`src/rtl/bka_add_arbiter_if.sv`:
```
// Operand request channels (one per requester) and the shared, ID-tagged response channel.
interface bka_add_arbiter_if #(
  parameter int NREQ  = 4,
  parameter int WIDTH = 19,
  parameter int IDW   = 2
);
  logic [NREQ-1:0]       req_valid;
  logic [NREQ-1:0]       req_ready;
  logic [NREQ*WIDTH-1:0] req_x;
  logic [NREQ*WIDTH-1:0] req_y;
  logic [NREQ-1:0]       req_cin;
  logic [NREQ-1:0]       req_chain;
  logic                  rsp_valid;
  logic                  rsp_ready;
  logic [WIDTH:0]        rsp_sum;
  logic [IDW-1:0]        rsp_id;

  modport master (
    output req_valid, req_x, req_y, req_cin, req_chain, rsp_ready,
    input  req_ready, rsp_valid, rsp_sum, rsp_id
  );

  modport slave (
    input  req_valid, req_x, req_y, req_cin, req_chain, rsp_ready,
    output req_ready, rsp_valid, rsp_sum, rsp_id
  );
endinterface

```
`src/rtl/bka_add_arbiter.sv`:
```
// Round-robin share of one Brent-Kung adder: grant -> rsp_valid in 2 cycles, result held until rsp_ready.
// Define BKA_ARB_CHAIN_EN to keep a per-requester carry that req_chain can select as carry-in.
module bka_add_arbiter #(
  parameter int NREQ  = 4,
  parameter int WIDTH = 19,
  parameter int IDW   = 2
) (
  input logic              clk,
  input logic              rst,
  bka_add_arbiter_if.slave bus
);

  localparam int TOPD = 2 ** ($clog2(WIDTH) - 1);

  typedef enum logic [1:0] {IDLE, CALC, HOLD} state_t;

  state_t           state, state_nxt;
  logic [IDW-1:0]   rr_ptr, gnt_id, nxt_ptr, id_reg;
  logic             gnt_any, grant, cin_sel;
  logic [NREQ-1:0]  ready;
  logic [WIDTH-1:0] op_x, op_y;
  logic             op_cin;
  logic [WIDTH:0]   sum_reg, add_sum;

  // Brent-Kung prefix: up-sweep builds aligned group (G,P), down-sweep fills the gaps.
  function automatic logic [WIDTH:0] bk_add(input logic [WIDTH-1:0] a,
                                             input logic [WIDTH-1:0] b,
                                             input logic             ci);
    logic [WIDTH-1:0] p, gg, pp;
    logic [WIDTH:0]   s;
    p  = a ^ b;
    gg = a & b;
    pp = p;
    gg[0] = gg[0] | (p[0] & ci);
    for (int d = 1; d < WIDTH; d = d * 2) begin
      for (int i = 2 * d - 1; i < WIDTH; i = i + 2 * d) begin
        gg[i] = gg[i] | (pp[i] & gg[i - d]);
        pp[i] = pp[i] & pp[i - d];
      end
    end
    for (int d = TOPD; d >= 1; d = d / 2) begin
      for (int i = 3 * d - 1; i < WIDTH; i = i + 2 * d) begin
        gg[i] = gg[i] | (pp[i] & gg[i - d]);
      end
    end
    s[0] = p[0] ^ ci;
    for (int i = 1; i < WIDTH; i++) begin
      s[i] = p[i] ^ gg[i - 1];
    end
    s[WIDTH] = gg[WIDTH - 1];
    return s;
  endfunction

  assign add_sum = bk_add(op_x, op_y, op_cin);

  // Search from rr_ptr upward; iterating downward lets the nearest valid win.
  always_comb begin
    gnt_any = 1'b0;
    gnt_id  = '0;
    for (int k = NREQ - 1; k >= 0; k--) begin
      if (bus.req_valid[(int'(rr_ptr) + k) % NREQ]) begin
        gnt_any = 1'b1;
        gnt_id  = IDW'((int'(rr_ptr) + k) % NREQ);
      end
    end
  end

  assign nxt_ptr = (int'(gnt_id) == NREQ - 1) ? '0 : gnt_id + IDW'(1);

  always_ff @(posedge clk) begin
    if (rst) begin
      state <= IDLE;
    end else begin
      state <= state_nxt;
    end
  end

  always_comb begin
    state_nxt = state;
    ready     = '0;
    grant     = 1'b0;
    unique case (state)
      IDLE: begin
        if (gnt_any && !rst) begin
          grant     = 1'b1;
          ready     = NREQ'(1) << gnt_id;
          state_nxt = CALC;
        end
      end
      CALC: state_nxt = HOLD;
      HOLD: begin
        if (bus.rsp_ready) begin
          state_nxt = IDLE;
        end
      end
      default: state_nxt = IDLE;
    endcase
  end

`ifdef BKA_ARB_CHAIN_EN
  logic [NREQ-1:0] cy;

  always_ff @(posedge clk) begin
    if (rst) begin
      cy <= '0;
    end else if (state == HOLD && bus.rsp_ready) begin
      cy[id_reg] <= sum_reg[WIDTH];
    end
  end

  assign cin_sel = bus.req_chain[gnt_id] ? cy[gnt_id] : bus.req_cin[gnt_id];
`else
  logic unused_chain;
  assign unused_chain = ^bus.req_chain;
  assign cin_sel      = bus.req_cin[gnt_id];
`endif

  always_ff @(posedge clk) begin
    if (rst) begin
      rr_ptr  <= '0;
      id_reg  <= '0;
      op_x    <= '0;
      op_y    <= '0;
      op_cin  <= 1'b0;
      sum_reg <= '0;
    end else begin
      if (grant) begin
        op_x   <= bus.req_x[int'(gnt_id) * WIDTH +: WIDTH];
        op_y   <= bus.req_y[int'(gnt_id) * WIDTH +: WIDTH];
        op_cin <= cin_sel;
        id_reg <= gnt_id;
        rr_ptr <= nxt_ptr;
      end
      if (state == CALC) begin
        sum_reg <= add_sum;
      end
    end
  end

  assign bus.req_ready = ready;
  assign bus.rsp_valid = (state == HOLD);
  assign bus.rsp_sum   = sum_reg;
  assign bus.rsp_id    = id_reg;

endmodule

```
`src/flat_wrapper.sv`:
```
// flat-port wrapper written by rule: the top's interface ports become plain ports
module bka_add_arbiter_flat 
#(
  parameter int NREQ  = 4,
  parameter int WIDTH = 19,
  parameter int IDW   = 2
)
  (clk, rst, bus_req_valid, bus_req_x, bus_req_y, bus_req_cin, bus_req_chain, bus_rsp_ready, bus_req_ready, bus_rsp_valid, bus_rsp_sum, bus_rsp_id);
  bka_add_arbiter_if #(.NREQ(NREQ), .WIDTH(WIDTH), .IDW(IDW)) bus_i ();
  input logic clk;
  input logic rst;
  input wire logic [$bits(bus_i.req_valid)-1:0] bus_req_valid;
  input wire logic [$bits(bus_i.req_x)-1:0] bus_req_x;
  input wire logic [$bits(bus_i.req_y)-1:0] bus_req_y;
  input wire logic [$bits(bus_i.req_cin)-1:0] bus_req_cin;
  input wire logic [$bits(bus_i.req_chain)-1:0] bus_req_chain;
  input wire logic [$bits(bus_i.rsp_ready)-1:0] bus_rsp_ready;
  output wire logic [$bits(bus_i.req_ready)-1:0] bus_req_ready;
  output wire logic [$bits(bus_i.rsp_valid)-1:0] bus_rsp_valid;
  output wire logic [$bits(bus_i.rsp_sum)-1:0] bus_rsp_sum;
  output wire logic [$bits(bus_i.rsp_id)-1:0] bus_rsp_id;
  assign bus_i.req_valid = bus_req_valid;
  assign bus_i.req_x = bus_req_x;
  assign bus_i.req_y = bus_req_y;
  assign bus_i.req_cin = bus_req_cin;
  assign bus_i.req_chain = bus_req_chain;
  assign bus_i.rsp_ready = bus_rsp_ready;
  assign bus_req_ready = bus_i.req_ready;
  assign bus_rsp_valid = bus_i.rsp_valid;
  assign bus_rsp_sum = bus_i.rsp_sum;
  assign bus_rsp_id = bus_i.rsp_id;
  bka_add_arbiter #(.NREQ(NREQ), .WIDTH(WIDTH), .IDW(IDW)) u_core (.clk(clk), .rst(rst), .bus(bus_i));
endmodule
```
`config.mk`:
```
export PLATFORM = sky130hd
export DESIGN_NAME = bka_add_arbiter_flat
export DESIGN_NICKNAME = d
export VERILOG_FILES = /design/src/rtl/bka_add_arbiter_if.sv /design/src/rtl/bka_add_arbiter.sv /design/src/flat_wrapper.sv
export SDC_FILE = /design/constraint.sdc
export NUM_CORES = 1
export LEC_CHECK = 0
export ABC_AREA = 1
export CORE_MARGIN = 1
export CORE_UTILIZATION = 40
export CTS_CLUSTER_SIZE = 24
export DETAILED_ROUTE_END_ITERATION = 8
export PLACE_DENSITY_LB_ADDON = 0.05
export SETUP_SLACK_MARGIN = 0.15
export SLEW_MARGIN = 20
export SYNTH_ARGS = -nofsm -noshare
export SYNTH_HDL_FRONTEND = slang
export SYNTH_SLANG_ARGS = --single-unit
export TNS_END_PERCENT = 30
```
`constraint.sdc`:
```
create_clock -name clk -period 6.4 [get_ports clk]
set_input_delay 0.96 -clock clk [delete_from_list [all_inputs] [get_ports clk]]
set_output_delay 0.96 -clock clk [all_outputs]
set_load 0.1 [all_outputs]
```
Word level (Yosys, flattened, before mapping)
Index checks and enable logic that the tools add are counted.
Storage, ports and cells
  output and inout port bits: 27
  register bits after elaboration: 65
  input port bits: 167
  word-level logic and storage cells: 159
  memory bits (read-only): 0
  memories kept: 0
  bits in writable memories: 0
  latch bits: 0
Cells by class
  reduce and logical (&&, ||, !) cells: 7
  eq/ne operators: 5
  shifts and indexed selects: 3
  magnitude comparators: 5
  $mul: 1
  muxes and demuxes: 29
  add/sub/neg operators: 4
  bitwise gates (word level): 98
  div/mod/pow operators: 0
Operators by type and width (count)
  $shiftx A76 B32 Y19: 2
  $and A1 B1 Y1: 43
  $or A1 B1 Y1: 31
  $and A19 B19 Y19: 1
  $xor A1 B1 Y1: 19
  $xor A19 B19 Y19: 1
  $mux W1: 14
  $mux W2: 7
  $lt A3 B4 Y1 const B: 3
  $bmux W1 S2: 5
  $mux W4: 2
  $mul A2 B5 Y7 const B: 1
  $lt A2 B3 Y1 const B: 2
  $pmux W2 S3: 1
  $reduce_or A2 Y1: 3
  $add A2 B1 Y2 const B: 2
  $add A2 B2 Y2 const B: 2
  $eq A2 B1 Y1 const B: 2
  $shl A1 B2 Y4 const A: 1
  $and A1 B1 Y1 const A: 3
  $eq A2 B2 Y1 const B: 1
  $logic_not A2 Y1: 1
  $ne A2 B1 Y1 const B: 1
  $ne A2 B2 Y1 const B: 1
  other kinds (3): 3

Depth between registers and ports, before layout
Gate-level depths: netlist (run 1).
  depth in word-level cells: 16
  mapped depth: 15
  mapped depth without buffers: 15

Worst setup path after synthesis (run 1)
OpenSTA, ideal clock, no wires.
  path type: input to output
  start: input port bus_req_valid[3]
  end: output port bus_req_ready[3]
  path buffers: 1
  stages: 10
  path slack: 2132 ps
  arrival time: 3308 ps
  cells stage by stage: inv_1 -> o21ai_2 -> nand2_1 -> nor2_4 -> nor2_4 -> nor2_8 -> buf_2 -> ha_1 -> inv_1 -> nor2_1
Between the ends
  longest elaborated chain between the ends: 10
  elaborated cells between the ends (all ways): 23
Ends and longest elaborated chain
  from (decl): line flat_wrapper.sv:12  | input wire logic [$bits(bus_i.req_valid)-1:0] bus_req_valid;
  $bmux W1 S2: line bka_add_arbiter.sv:61  | if (bus.req_valid[(int'(rr_ptr) + k) % NREQ]) begin
  $mux W1 (implied by the code) (2 in series): line bka_add_arbiter.sv:61
  $mux W2 (3 in series): line bka_add_arbiter.sv:61
  $mux W2 (*): line bka_add_arbiter.sv:61
  via u_core.gnt_id[1]: line bka_add_arbiter.sv:18  | logic [IDW-1:0] rr_ptr, gnt_id, nxt_ptr, id_reg;
  $shl A1 B2 Y4 (*): line bka_add_arbiter.sv:86  | ready = NREQ'(1) << gnt_id;
  $mux W4 (*): line bka_add_arbiter.sv:84  | if (gnt_any && !rst) begin
  $mux W4 (*): line bka_add_arbiter.sv:82  | unique case (state)
  to (decl): line flat_wrapper.sv:18  | output wire logic [$bits(bus_i.req_ready)-1:0] bus_req_ready;
Mark *: on every way through the listed nets, which the timed path passes. The rest lies on a longest branch. The select of a mux whose other input is x is not followed.

Worst setup path after layout (run 1)
  start: input port bus_req_valid[2]
  end: output port bus_req_ready[0]
Between the ends
  longest elaborated chain between the ends: 10
  elaborated cells between the ends (all ways): 23
Ends and longest elaborated chain (line)
  $bmux W1 S2: bka_add_arbiter.sv:61
  $mux W1 (implied by the code) (2 in series): bka_add_arbiter.sv:61
  $mux W2 or $mux W1 (tied branches) (4 in series): bka_add_arbiter.sv:61
  $shl A1 B2 Y4 or $logic_and A1 B1 Y1 (tied branches): bka_add_arbiter.sv:86, bka_add_arbiter.sv:84
  $mux W4 (*): bka_add_arbiter.sv:84
  $mux W4 (*): bka_add_arbiter.sv:82
Every way passes the cells marked *; elsewhere a longest branch is shown, timed or not. The select of a mux whose other input is x is not followed.

==> results of run 1 <==
area by class of cell:
type | instances | area share, %
clock inverter | 6 | 0.908
timing repair buffer | 195 | 26.1
tap | 172 | 2.84
clock buffer | 10 | 3.02
sequential | 65 | 17.2
inverter | 235 | 11.6
antenna | 1 | 0.0330
multi-input combinational | 545 | 38.3
final timing paths:
check,startpoint,to,slack [ps],cells past startpoint
max,bus_req_valid[2],bus_req_ready[0],2200,10
min,u_core.bus.rsp_sum[10],u_core.bus.rsp_sum[10],480,2
max reg2reg,u_core.op_x[0],u_core.bus.rsp_sum[15],3420,15
min reg2reg,u_core.bus.rsp_sum[10],u_core.bus.rsp_sum[10],480,2
cell usage in the layout, fill, tap and decap left out, types with 2 or more instances in the layout:
cell type / count
inv_1: 230
nor2_4: 3
nor2_8: 2
dfxtp_1: 65
a21oi_1: 33
clkinv_4: 3
xnor2_1: 5
nand3_2: 3
clkbuf_16: 9
nand3_1: 204
fa_1: 11
nand2_2: 5
buf_4: 6
xor2_1: 3
inv_2: 5
buf_12: 4
nor3_1: 4
nor2_1: 53
clkdlybuf4s50_1: 185
o21ai_0: 24
nand2_1: 167
ha_1: 20
o21ai_2: 2
sequential cells by signal, summed over array words and instances, names as in the netlist:
name and flops:
u_core.op_y 19, u_core.op_x 19, u_core.bus.rsp_sum 20, u_core.op_cin 1
u_core.bus.rsp_id 2, u_core.rr_ptr 2, u_core.state 2
routing by layer:
metal,routed length (um),vias up
met2,7510,180
met3,1070,27
met1,6830,2434
li1,-,3027
met5,0,-
met4,485,0
cells by family after synthesis:
| group | count (synthesis) | synth area share [%] |
|---|---|---|
| simple gates | 442 | 37.6 |
| buf+inv | 283 | 21.4 |
| flops | 65 | 24.3 |
| compound gates | 64 | 6.50 |
| fa+ha+maj | 31 | 8.79 |
| xor+xnor | 8 | 1.31 |
report_power, final:
| part | internal, mW | leakage, nW | switching (mW) | total, mW |
|---|---|---|---|---|
| Sequential | 0.496 | 0.536 | 0.0708 | 0.567 |
| Combinational | 0.498 | 3.37 | 0.986 | 1.48 |
| Clock | 0.302 | 0.143 | 0.182 | 0.484 |
| Total | 1.30 | 4.05 | 1.24 | 2.54 |
critical path, cell delays in order:
cell	delay [ps]
clkdlybuf4s50_1	430
nand2_2	80
o21ai_2	80
nand2_1	130
nand3_2	130
o21ai_4	710
ha_1	270
inv_1	40
nor2_1	180
buf_12	210
per-stage QoR:
stage	utilization, %	setup slack, ps	area [um2]	cells
after floorplan	-	2130	5350	893
after global placement	56.7	2190	7280	1212
after detailed placement	56.7	2210	7280	1212
after CTS	59.1	2210	7570	1228
after global routing	59.1	2020	7580	1229
final	59.1	2200	7580	1229
==> results.toml, run 1 <==
[logic_synthesis]
synthCells = 893
async_flop_share_pct = 0
synthFlopType = "dfxtp_1"
synthesis.nets = 1091
ys_seq_area_share_pct = 24.3
synth-edff-count = 0
yosysTopAreaCell = "dfxtp_1"
synth_top_area_share_pct = 24.3
synth_area_um2 = 5350
synth_most_common_cell = "inv_1"
synth.avg_cell_area_um2 = 5.99
synth_area_leaders = "dfxtp_1 24%, nand3_1 19%, inv_1 16%, nand2_1 12%, ha_1 4.7%"
yosys_warnings = 0
ys_seq_elements = 65
synth_cell_types = 29
ys_top_cells_by_count = "230 x inv_1, 204 x nand3_1, 167 x nand2_1, 65 x dfxtp_1, 53 x nor2_1"

[cts]
cts_tree = "built"
htree_levels = 3
holdBufCountCts = 0
clock_tree.buffer_depth = 2
cts_resized = 0
post_cts_buffers = 0
numCtsBuffers = 9
clk_pin_slew_ps = 50
cts-root-buf = "clkbuf_16"
clkSinkCount = 65
clk_latency_ps = 330

[final_layout]
fillers = 1304
final_nets = 1249
drive_above_1_share_pct = 4.45
ff_latch_area_um2 = 1300
area_growth_pct = 41.6
multiInputGateArea_um2 = 2900

[status]
outcome = "complete, no violations"

[timing]
min_period_over_period_pct = 65.6
fmax_mhz = 238
rsz0062_at_grt = "false"
fin_skew_ps = 9.34
final_max_slew_viol_count = 0
setup_viol = 0
timing.setup.tns_ps = 0
period_minus_slack_ps = 4200
relSlewSlack_pct = 32.1
final_hold_viol_count = 0
finalHoldWorstSlack_ps = 482
worstMarginPinSlew_ps = 1020

[floorplanning]
coreArea_um2 = 12800
die_x_um = 118
num_rows = 41
dieArea_um2 = 13800
initial_core_util_pct = 41.7
ios = 194
dieHeight_um = 118

[setup_path]
crit_path_start_kind = "input port"
path_class = "in -> out"
endpoint_kind = "output port"
crit_fanout = 26
cp.arrival_ps = 3240
crit_required_ps = 5440

[drt]
drc = 0
vias_per_cell = 4.61
finalWirelength_mm = 15.9
post_drt_wl_per_cell_um = 12.9
drtPass1Iterations = 4
vias = 5668
ant_nets = 0
drt_iter0_drc = 312

[global_routing]
grt_max_degree = 79
grt_pass1_vias = 5527
grt_usage_pct = 23.9
use_met3_pct = 5.86
met2_usage_pct = 41.6
gr-usage-met1_pct = 28.2
grt_busiest_layer = "met2"
overflow = 0
antenna_found_initial = 1
grt_pass1_wl_mm = 26.6

[place]
io_buffers = 189
dp_hpwl_mm = 11.7
place_congestion = 0.823

[pwr]
power-per-cell-area_nw_per_um2 = 335
p_leak_nw = 4.05
ir_worst_vdd_v = 0.000186
power.total_mw = 2.54

[worst_hold_path]
hp-class = "reg -> reg"

[run]
max_cap_violations = 0
(Power assumes the default switching activity.)
==> run 2: changes to the inputs <==
==> constraint.sdc (replaced) <==
create_clock -name clk -period 3.37 [get_ports clk]
set_input_delay 0.5055 -clock clk [delete_from_list [all_inputs] [get_ports clk]]
set_output_delay 0.5055 -clock clk [all_outputs]
set_load 0.1 [all_outputs]
==> run 2 against run 1 <==
Compared with the run above:
- highest routed layer unchanged
- register-to-register slack got worse by 2900 ps
- cell count rose by 0.16%
- worst hold slack got worse by 3.1 ps
- wire length fell by 0.25%
- die area did not move
- worst setup slack got worse by 1900 ps
- combinational power rose by 94%
- sequential share of layout area fell by 0.12 points
==> results.toml, run 2 (synthesis results as in run 1) <==
[floorplanning]
dieHeight_um = 118
dieArea_um2 = 13800
die_x_um = 118
initial_core_util_pct = 41.7
num_rows = 41
coreArea_um2 = 12800
ios = 194

[pwr]
power-per-cell-area_nw_per_um2 = 639
ir_worst_vdd_v = 0.000324
seq_power_share_pct = 22.0
p_int_mw = 2.52
power_switching_mw = 2.36
p_comb_share_pct = 58.8
swShare_pct = 48.3
p_clk_share_pct = 19.2
p_leak_nw = 4.09

[timing]
final_hold_viol_count = 0
finalHoldWorstSlack_ps = 479
min_period_over_period_pct = 90.7
worst_slack_ps = 313
setup_viol = 0
relSlewSlack_pct = 32.7
period_minus_slack_ps = 3060
rsz0062_at_grt = "true"
worstMarginPinSlew_ps = 1010
fin_skew_ps = 8.31
final_max_slew_viol_count = 0
fmax_mhz = 327
timing.setup.tns_ps = 0

[place]
io_buffers = 189
place_inst = 1214
dp_hpwl_mm = 11.8
place_congestion = 0.831
post-place-ws_ps = 291

[setup_path]
reg2reg_to = "u_core.bus.rsp_sum[18]"
r2r_slack_ps = 500
crit_path_start_kind = "input port"
reg2regPathDepth = 13
crit_required_ps = 2860
cpMaxStageDelayCell = "clkdlybuf4s50_1"
critPathCapture = "bus_req_ready[2]"
endpoint_kind = "output port"
timing.rr.start = "u_core.op_cin"
cp.arrival_ps = 2550
startpoint = "bus_req_valid[3]"
crit_fanout = 14
path_class = "in -> out"
critical_path.cell_chain = "clkdlybuf4s50_1 -> inv_1 -> o21ai_2 -> nand2_1 -> nand3_2 -> nand2_1 -> nand2_2 -> nand2_2 -> inv_2 -> ha_1 -> inv_1 -> nor2_1 -> buf_12"
critPathMaxStageDelay_ps = 450

[cts]
cts_tree = "built"
clock_tree.buffer_depth = 2
htree_levels = 3
clkSinkCount = 65
numCtsBuffers = 9
clk_pin_slew_ps = 50
clk_latency_ps = 330
cts-root-buf = "clkbuf_16"

[global_routing]
grt_usage_pct = 23.8
overflow = 0
grt_pass1_wl_mm = 26.5
antenna_found_initial = 1
grt_max_degree = 79
grt_pass1_vias = 5442

[final_layout]
finish.utilization_pct = 59.5
final_common_cell = "inv_1"
largest_register_ffs = 20
final_nets = 1251
final_cell_count_no_fill = 1231
area_growth_pct = 42.6
mostFrequentLayoutCells = "229 x inv_1, 204 x nand3_1, 178 x clkdlybuf4s50_1, 167 x nand2_1, 65 x dfxtp_1"
drive_above_1_share_pct = 5.67

[drt]
drc = 0
finalWirelength_mm = 15.9
drt_iter0_drc = 273
drtPass1Iterations = 4
post_drt_wl_per_cell_um = 12.9
ant_nets = 0
vias_per_cell = 4.60
vias = 5661

[worst_hold_path]
hp-class = "reg -> reg"
holdCritStartpoint = "u_core.bus.rsp_sum[10]"

[run]
max_cap_violations = 0

[status]
outcome = "complete, no violations"
## run 2: changes by cell type in the layout (fill, tap and decap cells not counted), sizes merged
cell	previous run	this run
clkdlybuf4s50	185	178
clkinv	4	1
buf	10	19
clkinvlp	1	3
inv	235	236
## run 2: metrics by stage
stage	area [um2]	power, mW
final	7630	4.88
after global routing	7630	5.28
after CTS	7620	4.92
after detailed placement	7310	3.97
after global placement	7310	3.96
after floorplan	5350	3.19
## run 2: power groups by stage
stage          Combinational, mW  Sequential (mW)  Clock, mW
2_1_floorplan               1.79             1.40          0
3_3_place_gp                2.87             1.09          0
3_5_place_dp                2.89             1.09          0
4_1_cts                     2.90             1.07      0.954
5_1_grt                     3.20             1.09      0.986
6_report                    2.87             1.07      0.938
## run 2: timing repair
item / CTS / global route
setup endpoints to repair: 0 / 3
setup buffers: 0 / 0
hold buffers: 0 / 0
hold endpoints to repair: 0 / 0
resized for setup: 0 / 1
## run 2: layout make-up
type	instances	area [um2]
antenna	1	2.50
clock buffer	10	239
clock inverter	6	66.3
fill	1309	5200
inverter	235	882
multi-input combinational	545	2910
sequential	65	1300
tap	172	215
timing repair buffer	197	2010
## run 2: how the worst min path moves through the flow
stage                              to  depth (start not counted)
2_1_floorplan         u_core.op_x[11]                          4
3_3_place_gp   u_core.bus.rsp_sum[12]                          2
3_5_place_dp   u_core.bus.rsp_sum[10]                          2
4_1_cts        u_core.bus.rsp_sum[10]                          2
5_1_grt        u_core.bus.rsp_sum[10]                          2
6_report       u_core.bus.rsp_sum[10]                          2
## run 2: worst max-delay path, delay by kind of cell
kind,cells,cell delay (ps)
compound gates,1,180
buf+inv,5,900
fa+ha+maj,1,150
simple gates,6,820
## run 2: per-layer routing
metal | up-vias | share of wire [%] | routed length (um) | track usage, %
met3 | 16 | 6.1 | 970 | 5.67
met4 | 0 | 2.4 | 382 | 7.37
li1 | 3024 | - | - | -
met5 | - | 0 | 0 | 0
met2 | 164 | 47 | 7520 | 40.4
met1 | 2457 | 44 | 6980 | 29.4
==> patch: new RTL, flow settings as in run 2 <==
Add a define of `BKA_ARB_CHAIN_EN`.
--- a/src/rtl/bka_add_arbiter.sv
+++ b/src/rtl/bka_add_arbiter.sv
@@ -2,2 +2,4 @@
 // Define BKA_ARB_CHAIN_EN to keep a per-requester carry that req_chain can select as carry-in.
+`define BKA_ARB_CHAIN_EN
+
 module bka_add_arbiter #(
Check against the original RTL: not equivalent (Yosys sat finds a counterexample within 4 cycles, from zero or initial values and one cycle with rst high).
==> patch against run 2 <==
Power shrank 4.3%. Synthesized area stayed put. Count of clock-buffer cells in the layout rose by 3. Design area is 0.59% higher. Critical path depth grew 2. Wire length about the same. Sequential share of layout area increased by 0.94 points. Utilization rose by 0.35 points. Worst hold slack got worse by 2.7 ps. Maximum frequency grew 4.9%. Combinational power fell by 9.1%. Worst setup slack improved by 140 ps. Sequential cell count grew 4.
==> patch: results (changes against run 2) <==
- Post-Syn Area per Cell: 6.34 um^2 (+5.8%)
- Cts repair resizes: 0 (unchanged)
- Leakage: 3.77 nW (-7.8%)
- Maximum clock path buffer count: 2 (unchanged)
- Critical Path AT: 2410 ps (-140 ps)
- Avg WL per Cell: 13.3 um (+3.6%)
- Starting DRT DRC Count: 365 (+34%)
- Hold Crit Class: reg2reg
- Initial antenna violation count: 0 (-1)
- Sequential cell area fraction in the yosys report: 25.8% (+1.5 points)
- CP peak stage delay: 480 ps (+30 ps)
- Clk_lat worst skew: 330 ps (about the same)
- Top cells by area, synth: dfxtp_1 (26%), nand2_1 (17%), nand3_1 (12%)
- Gp weighted congestion: 0.840 (+1.1%)
- CP max FO: 16 (+2)
- Global-route wire length before repair: 26700 um (+0.67%)
- Total GRT Usage: 23.5% (-0.28 points)
- ANT cells: 0 (-1)
- Final std cells w/o fill: 1188 (-3.5%)
- Placed cell areas: 7360 um^2 (+0.63%)
- Dpl hpwl: 11800 um (-0.21%)
- First-pass DRT Iterations: 5 (+1)
- Syn Nets: 1042 (-4.5%)
- Async set-or-reset flop fraction in the synthesized netlist: 0% (unchanged)
- Status: finished clean
- Cell variety after synth: 39 (+34%)
- Vias in the first global route: 5432 (-0.18%)
- Fill cells: 1248 (-4.7%)
- Synth top cells by count: nand2_1 (244), nand3_1 (123), inv_1 (121), dfxtp_1 (69), nor2_1 (58)
- Layout cells sized above 1: 5.71% (+0.038 points)
- IO buf count: 193 (+2.1%)
- Worst Skew: 9.35 ps (+1.03 ps)
- Worst-Margin Slew: 1020 ps (+10.5 ps)
- Maximum VDD drop: 748 uV (+130%)
- DR vias/cell: 4.81 (+4.5%)
- Cts bufs inserted: 9 (unchanged)
[patch: cell count changes after synthesis, sizes merged, moves of 4 or more]
cell,run 2,this run
inv,235,127
nand3,207,124
nand2,173,252
nand3b,0,44
nor4,0,5
o21ai,27,22
a21oi,33,29
a31oi,1,5
dfxtp,65,69
mux2,0,4
[patch: layout make-up]
type	instances	area share [%]
clock buffers	13	3.52
clock inverters	3	0.554
well taps	172	2.80
flip-flops and latches	69	18.0
repair buffers	204	27.0
multi-input cells	600	41.9
inverters	127	6.24
[patch: tightest hold or removal path: cells and delay by family (launching register included)]
family           cells  cell delay (ps)
DFF                  1              320
and+or+nand+nor      2              120
[patch: report_power, final]
group / switching [mW] / total, mW / internal, mW
Combinational: 1.70 / 2.61 / 0.909
Sequential: 0.119 / 1.09 / 0.973
Clock: 0.333 / 0.965 / 0.632
[patch: logic make-up after synthesis]
| group | Yosys count | synth area share, % |
|---|---|---|
| adder cells (fa/ha/maj) | 31 | 8.79 |
| flip-flops | 69 | 25.8 |
| XOR/XNOR | 8 | 1.31 |
| multiplexers | 4 | 0.842 |
| AND/OR/NAND/NOR | 492 | 42.1 |
| AO/OA/AOI/OAI | 65 | 6.97 |
| buffers and inverters | 175 | 14.1 |
[patch: stage by stage]
step	utilization, %	setup WS, ps
2_1_floorplan	-	33.8
3_3_place_gp	57.4	442
3_5_place_dp	57.4	442
4_1_cts	59.8	452
5_1_grt	59.8	260
6_report	59.8	454
[patch: path summary, 6_finish.rpt]
check                         startpoint                     end  slack (ps)  depth (start not counted)
setup / recovery        bus_req_valid[2]        bus_req_ready[3]         450                         15
hold / removal    u_core.bus.rsp_sum[10]  u_core.bus.rsp_sum[10]         480                          2
setup reg to reg           u_core.op_cin  u_core.bus.rsp_sum[15]         680                         14
hold reg to reg   u_core.bus.rsp_sum[10]  u_core.bus.rsp_sum[10]         480                          2
[patch: routing by layer]
metal  GRT usage [%]  vias to the layer above  wire, um
met5               0                        -         0
met4            6.97                        0       199
met3            4.51                       14       951
met2            38.3                      163      7210
met1            31.2                     2531      7490
li1                -                     3003         -
